$ cat config.mk
export PLATFORM = sky130hd
export DESIGN_NAME = bp_cfg_loader
export DESIGN_NICKNAME = d
export VERILOG_FILES = /design/src/rtl/bp_cfg_loader.sv
export SDC_FILE = /design/constraint.sdc
export NUM_CORES = 1
export LEC_CHECK = 0
export ABC_AREA = 1
export BUFFER_PORTS_ARGS = -buffer_cell sky130_fd_sc_hd__buf_2
export CORE_ASPECT_RATIO = 1.2
export CORE_MARGIN = 10
export CORE_UTILIZATION = 34
export DETAILED_ROUTE_END_ITERATION = 6
export GPL_TIMING_DRIVEN = 0
export SYNTH_ARGS = -nofsm -noshare
export SYNTH_HDL_FRONTEND = slang
export SYNTH_SLANG_ARGS = --single-unit
$ cat constraint.sdc
create_clock -name clk_i -period 3.1 [get_ports clk_i]
set_input_delay 0.465 -clock clk_i [delete_from_list [all_inputs] [get_ports clk_i]]
set_output_delay 0.465 -clock clk_i [all_outputs]
set_load 0.005 [all_outputs]
$ cat src/rtl/bp_cfg_loader.sv
// Streams a selected config set (addr/data words) from a config ROM onto per-core config buses.
// Broadcast or per-core sequential load, core masking, all-ones address terminator, ready timeout.
module bp_cfg_loader #(
    parameter int unsigned num_core_p       = 4,
    parameter int unsigned max_cfgs_p       = 128,
    parameter int unsigned cfg_els_p        = 16,
    parameter int unsigned cfg_addr_width_p = 16,
    parameter int unsigned cfg_data_width_p = 64,
    parameter int unsigned timeout_p        = 1024
) (
    input  logic                                                 clk_i,
    input  logic                                                 reset_i,
    input  logic                                                 start_i,
    input  logic                                                 mode_i,
    input  logic [num_core_p-1:0]                                core_mask_i,
    input  logic [$clog2(max_cfgs_p)-1:0]                        cfg_sel_i,
    output logic                                                 rom_v_o,
    output logic [$clog2(max_cfgs_p)+$clog2(cfg_els_p)-1:0]      rom_addr_o,
    input  logic [cfg_addr_width_p+cfg_data_width_p-1:0]         rom_data_i,
    output logic [num_core_p-1:0]                                cfg_v_o,
    output logic [cfg_addr_width_p-1:0]                          cfg_addr_o,
    output logic [cfg_data_width_p-1:0]                          cfg_data_o,
    input  logic [num_core_p-1:0]                                cfg_ready_i,
    output logic                                                 busy_o,
    output logic                                                 done_o,
    output logic                                                 err_o
);

    localparam int unsigned lg_max_cfgs_lp = $clog2(max_cfgs_p);
    localparam int unsigned lg_cfg_els_lp  = $clog2(cfg_els_p);
    localparam int unsigned lg_core_lp     = (num_core_p > 1) ? $clog2(num_core_p) : 1;
    localparam int unsigned core_sel_w_lp  = lg_core_lp + 1;
    localparam int unsigned timer_w_lp     = $clog2(timeout_p + 1);
    localparam int unsigned rom_addr_w_lp  = lg_max_cfgs_lp + lg_cfg_els_lp;
    localparam int unsigned word_w_lp      = cfg_addr_width_p + cfg_data_width_p;

    typedef enum logic [2:0] {
        IDLE     = 3'd0,
        FETCH    = 3'd1,
        WAIT_ROM = 3'd2,
        SEND     = 3'd3,
        DONE     = 3'd4,
        ERROR    = 3'd5
    } state_e;

    state_e                      state_q, state_n;
    logic                        mode_q, mode_n;
    logic [num_core_p-1:0]       mask_q, mask_n;
    logic [lg_max_cfgs_lp-1:0]   sel_q, sel_n;
    logic [lg_cfg_els_lp-1:0]    word_idx_q, word_idx_n;
    logic [lg_core_lp-1:0]       core_idx_q, core_idx_n;
    logic [num_core_p-1:0]       acc_q, acc_n;
    logic [timer_w_lp-1:0]       timer_q, timer_n;
    logic                        term_q, term_n;
    logic [word_w_lp-1:0]        word_q, word_n;

    logic                        rom_v_q;
    logic [rom_addr_w_lp-1:0]    rom_addr_q;
    logic [num_core_p-1:0]       cfg_v_q, cfg_v_n;
    logic                        busy_q, done_q, err_q, done_n;

    logic [num_core_p-1:0]       accepts, acc_all;
    logic [timer_w_lp-1:0]       timer_inc;
    logic [core_sel_w_lp-1:0]    nxt_core, first_core;
    logic                        word_done, set_done;

    // Lowest set mask bit at index >= from; MSB of the result flags that one was found.
    function automatic logic [core_sel_w_lp-1:0] find_core(input logic [num_core_p-1:0] m,
                                                           input logic [core_sel_w_lp-1:0] from);
        logic [core_sel_w_lp-1:0] r;
        r = '0;
        for (int i = int'(num_core_p) - 1; i >= 0; i--) begin
            if (m[i] && (core_sel_w_lp'(i) >= from)) begin
                r = {1'b1, lg_core_lp'(i)};
            end
        end
        return r;
    endfunction

    // Next-state and next-output logic.
    always_comb begin
        state_n    = state_q;
        mode_n     = mode_q;
        mask_n     = mask_q;
        sel_n      = sel_q;
        word_idx_n = word_idx_q;
        core_idx_n = core_idx_q;
        acc_n      = acc_q;
        timer_n    = timer_q;
        term_n     = term_q;
        word_n     = word_q;
        done_n     = 1'b0;
        word_done  = 1'b0;
        set_done   = 1'b0;
        accepts    = cfg_v_q & cfg_ready_i;
        acc_all    = acc_q | accepts;
        timer_inc  = timer_q + timer_w_lp'(1);
        nxt_core   = find_core(mask_q, core_sel_w_lp'(core_idx_q) + core_sel_w_lp'(1));
        first_core = find_core(core_mask_i, '0);

        unique case (state_q)
            IDLE, DONE, ERROR: begin
                if (start_i) begin
                    mode_n     = mode_i;
                    mask_n     = core_mask_i;
                    sel_n      = cfg_sel_i;
                    word_idx_n = '0;
                    core_idx_n = first_core[lg_core_lp-1:0];
                    acc_n      = '0;
                    timer_n    = '0;
                    term_n     = 1'b0;
                    if (core_mask_i == '0) begin
                        state_n = DONE;
                        done_n  = 1'b1;
                    end else begin
                        state_n = FETCH;
                    end
                end
            end
            FETCH: state_n = WAIT_ROM;
            WAIT_ROM: begin
                // A terminator word is never loaded, so its all-ones address never reaches the bus.
                term_n = (rom_data_i[word_w_lp-1 -: cfg_addr_width_p] == '1);
                if (!term_n) begin
                    word_n = rom_data_i;
                end
                acc_n   = '0;
                timer_n = '0;
                state_n = SEND;
            end
            SEND: begin
                if (term_q) begin
                    word_done = 1'b1;
                    set_done  = 1'b1;
                end else begin
                    timer_n   = (|accepts) ? '0 : timer_inc;
                    word_done = mode_q ? (|accepts) : (acc_all == mask_q);
                    acc_n     = word_done ? '0 : acc_all;
                    set_done  = word_done && (word_idx_q == lg_cfg_els_lp'(cfg_els_p - 1));
                    if (word_done && !set_done) begin
                        word_idx_n = word_idx_q + lg_cfg_els_lp'(1);
                        state_n    = FETCH;
                    end else if (!word_done && !(|accepts) &&
                                 (timer_inc == timer_w_lp'(timeout_p))) begin
                        state_n = ERROR;
                    end
                end
                if (set_done) begin
                    if (mode_q && nxt_core[lg_core_lp]) begin
                        core_idx_n = nxt_core[lg_core_lp-1:0];
                        word_idx_n = '0;
                        state_n    = FETCH;
                    end else begin
                        state_n = DONE;
                        done_n  = 1'b1;
                    end
                end
            end
            default: state_n = IDLE;
        endcase

        cfg_v_n = '0;
        if ((state_n == SEND) && !term_n) begin
            cfg_v_n = mode_n ? (num_core_p'(1) << core_idx_n) : (mask_n & ~acc_n);
        end
    end

    // State and registered outputs.
    always_ff @(posedge clk_i) begin
        if (reset_i) begin
            state_q    <= IDLE;
            mode_q     <= 1'b0;
            mask_q     <= '0;
            sel_q      <= '0;
            word_idx_q <= '0;
            core_idx_q <= '0;
            acc_q      <= '0;
            timer_q    <= '0;
            term_q     <= 1'b0;
            word_q     <= '0;
            rom_v_q    <= 1'b0;
            rom_addr_q <= '0;
            cfg_v_q    <= '0;
            busy_q     <= 1'b0;
            done_q     <= 1'b0;
            err_q      <= 1'b0;
        end else begin
            state_q    <= state_n;
            mode_q     <= mode_n;
            mask_q     <= mask_n;
            sel_q      <= sel_n;
            word_idx_q <= word_idx_n;
            core_idx_q <= core_idx_n;
            acc_q      <= acc_n;
            timer_q    <= timer_n;
            term_q     <= term_n;
            word_q     <= word_n;
            rom_v_q    <= (state_n == FETCH);
            rom_addr_q <= (state_n == FETCH) ? {sel_n, word_idx_n} : '0;
            cfg_v_q    <= cfg_v_n;
            busy_q     <= (state_n == FETCH) || (state_n == WAIT_ROM) || (state_n == SEND);
            done_q     <= done_n;
            err_q      <= (state_n == ERROR);
        end
    end

    assign rom_v_o    = rom_v_q;
    assign rom_addr_o = rom_addr_q;
    assign cfg_v_o    = cfg_v_q;
    assign cfg_addr_o = word_q[word_w_lp-1 -: cfg_addr_width_p];
    assign cfg_data_o = word_q[cfg_data_width_p-1:0];
    assign busy_o     = busy_q;
    assign done_o     = done_q;
    assign err_o      = err_q;

endmodule

==> impl_metrics.env <==
export IMPL_grt_pass1_wl_mm=27.85
export IMPL_pwr_share_comb_pct=22.6
export IMPL_rsz0062_at_grt="no"
export IMPL_clkTransAtPathRegs_ns=0.06
export IMPL_htree_num_levels=4
export IMPL_yosys_area_top_type="dfxtp_1"
export IMPL_r2r_start="timer_q[0]"
export IMPL_yosysWarningCount=0
export IMPL_vdd_drop_max_mv=0.3628
export IMPL_drt_iter0_markers=193
export IMPL_grt_max_degree=17
export IMPL_tns_ns=0
export IMPL_dieHeight_um=159.5
export IMPL_vias=5449
export IMPL_synth_top_area_share_pct=49.38
export IMPL_core_area_mm2=0.01577
export IMPL_rows=50
export IMPL_synth_area_leaders="dfxtp_1 (49%), nor2_1 (15%), o21ai_0 (8.5%)"
export IMPL_switching_power_mw=1.739
export IMPL_netlist_instances=761
export IMPL_reg2reg_slack_ns=0.82
export IMPL_initial_utilization_pct=34.98
export IMPL_clockBufferDepth=2
export IMPL_syn_to_final_growth_pct=33.06
export IMPL_finClkSkew_ns=0.01080
export IMPL_nets=1078
export IMPL_io_pins=198
export IMPL_cts_sinks=136
export IMPL_postCtsHoldBufs=0
export IMPL_grt_antenna_before_repair=2
export IMPL_slew_headroom_pct=57.72
export IMPL_power_density_mw_per_mm2=729.2
export IMPL_synth_area_mm2=0.005514
export IMPL_startpoint="timer_q[0]"
export IMPL_leakagePower_nw=3.501
export IMPL_whs_endpoint="word_q[7]"
export IMPL_async_flop_share_pct=0
export IMPL_final_cell_mix="nor2_1 (222), buf_2 (197), dfxtp_1 (136)"
export IMPL_grt_overflow=0
export IMPL_syn_area_per_cell_um2=7.246
export IMPL_ctsResizeCount=0
export IMPL_synth_edf_count=0
export IMPL_cts_setup_buffers=0
export IMPL_drv_slew=0
export IMPL_hold_violations=0
export IMPL_drc_errors=0
export IMPL_worstPathMaxFanout=10
export IMPL_intPower_mw=3.611
export IMPL_hp_start="rom_data_i[7]"
export IMPL_clk_latency_ns=0.42
export IMPL_cts_buffers=17
export IMPL_seq_area_mm2=0.002723
export IMPL_finalSetupViolCount=0
export IMPL_fin_cells=1197
export IMPL_dp_cells=1165
export IMPL_vias_per_cell=4.552
export IMPL_cts_tree="built"
export IMPL_grt_util_all_layers_pct=16.12
export IMPL_worstPathRequired_ns=3.45
export IMPL_ys_ff_latch=136
export IMPL_hp_class="input port to register"
export IMPL_drive_above_1_share_pct=25.88
export IMPL_cp_arrival_ns=2.63
export IMPL_whs_ns=0.2945
export IMPL_critPathLaunchType="register"
export IMPL_timing_fmax_mhz=439.3
export IMPL_hold_depth=3
export IMPL_status="complete, no violations"
export IMPL_post_drt_wl_per_cell_um=14.81
export IMPL_yosysUniqueCellTypes=35
export IMPL_gp_congestion=0.8533
export IMPL_ys_seq_area_share_pct=49.38
export IMPL_grt_pass1_vias=5307
export IMPL_p_seq_share_pct=39.8
export IMPL_port_buffers=196
export IMPL_hpwl_mm=13.94
export IMPL_multi_input_area_mm2=0.002437
export IMPL_period_share_pct=73.43
export IMPL_critPathKind="register to register"
export IMPL_die_w_um=136.3
export IMPL_fillCellCount=1710
export IMPL_synth_nets=863
export IMPL_dieArea_mm2=0.02173
export IMPL_final_common_cell="nor2_1"
export IMPL_synthFlopType="dfxtp_1"
export IMPL_diodes=0
export IMPL_rr_worst_depth=16
export IMPL_r2r_end="rom_addr_o[6]"
export IMPL_power_frac_clock_pct=37.6
export IMPL_max_cap_violations=0
export IMPL_worst_pin_slew_ns=0.6343
export IMPL_cts_root_buf="clkbuf_16"
export IMPL_drt_pass1_iter_count=4
export IMPL_crit_path_end_kind="register"
export IMPL_p_sw_share_pct=32.50
export IMPL_routed_wl_mm=17.73
export IMPL_postRouteAntennaNets=0
export IMPL_period_needed_ns=2.276
==> cells by family after synthesis <==
kind of cell	count (synthesis)	synth area share [%]
AOI/OAI and AO/OA	126	11.98
xor gates and xnor gates	4	0.6355
adders and majority gates	3	0.6808
buffers and inverters	91	6.421
DFF	136	49.38
muxes	7	1.271
and+or+nand+nor	394	29.63
==> how the worst max path moves through the flow <==
stage / to / slack (ns)
after floorplan: rom_addr_o[2] / 1.22
after global placement: word_q[74] / 0.67
after detailed placement: word_q[72] / 0.64
after CTS: rom_addr_o[6] / 0.80
after global routing: rom_addr_o[5] / 0.59
final: rom_addr_o[6] / 0.82
==> metrics by stage <==
| stage | worst slack (ns) | utilization (%) | power (mW) | area (um^2) |
|---|---|---|---|---|
| detailed placement | 0.6395 | 42.85 | 3.400 | 6755 |
| CTS | 0.8003 | 46.54 | 5.418 | 7337 |
| floorplan | 1.219 | - | 2.872 | 5514 |
| finish | 0.8238 | 46.54 | 5.350 | 7337 |
| global route | 0.5864 | 46.54 | 5.689 | 7337 |
| global placement | 0.6715 | 42.85 | 3.388 | 6755 |
==> synth_stat cells (all sizes together), types with 3 or more instances <==
cell type    n
nor3         6
mux2i        7
dfxtp      136
clkbuf      29
a22oi        4
o21ai       98
ha           3
a21oi       19
inv         58
nor2       238
nand4       10
buf          4
nand2      106
nand3       30
==> routing by layer <==
layer / global-route usage [%] / part of all wire [%] / wire (um)
met5: 0 / 0.12 / 21
met4: 4.462 / 1.7 / 299
met3: 8.827 / 12 / 2039
met2: 27.23 / 48 / 8548
met1: 16.76 / 38 / 6816
==> area by class of cell <==
cell class / instances / area share (%)
multi-input combinational: 534 / 33.22
inverter: 58 / 2.967
timing repair buffer: 196 / 13.37
sequential: 136 / 37.11
buffer: 33 / 1.859
tap: 208 / 3.547
clock inverter: 15 / 2.132
clock buffer: 17 / 5.798
==> state kept, by name, indices dropped and copies added, names as in the netlist, 2 cells and up <==
register / count
word_idx_q: 4
mask_q: 4
cfg_v_o: 4
rom_addr_o: 11
state_q: 3
timer_q: 11
acc_q: 4
sel_q: 7
core_idx_q: 2
word_q: 80
==> critical path, cell delays in order (launching register included) <==
cell	delay [ns]
dfxtp_1	0.42
ha_1	0.31
nand2_2	0.12
inv_1	0.07
nor2_1	0.05
nor2_1	0.09
nand2_1	0.06
nor2_1	0.08
nand2_1	0.07
nor2_2	0.15
nand3_1	0.09
nand2_1	0.11
nand2_2	0.08
nor2_4	0.10
nand4_2	0.15
buf_6	0.19
nor2_2	0.08
==> power by group through the flow <==
stage	Sequential (mW)	Clock (mW)	Combinational [mW]
2_1_floorplan	2.18	0	0.689
3_3_place_gp	2.15	0	1.23
3_5_place_dp	2.17	0	1.23
4_1_cts	2.13	2.05	1.24
5_1_grt	2.16	2.13	1.40
6_report	2.13	2.01	1.21
Power figures use the tool's default switching activity.
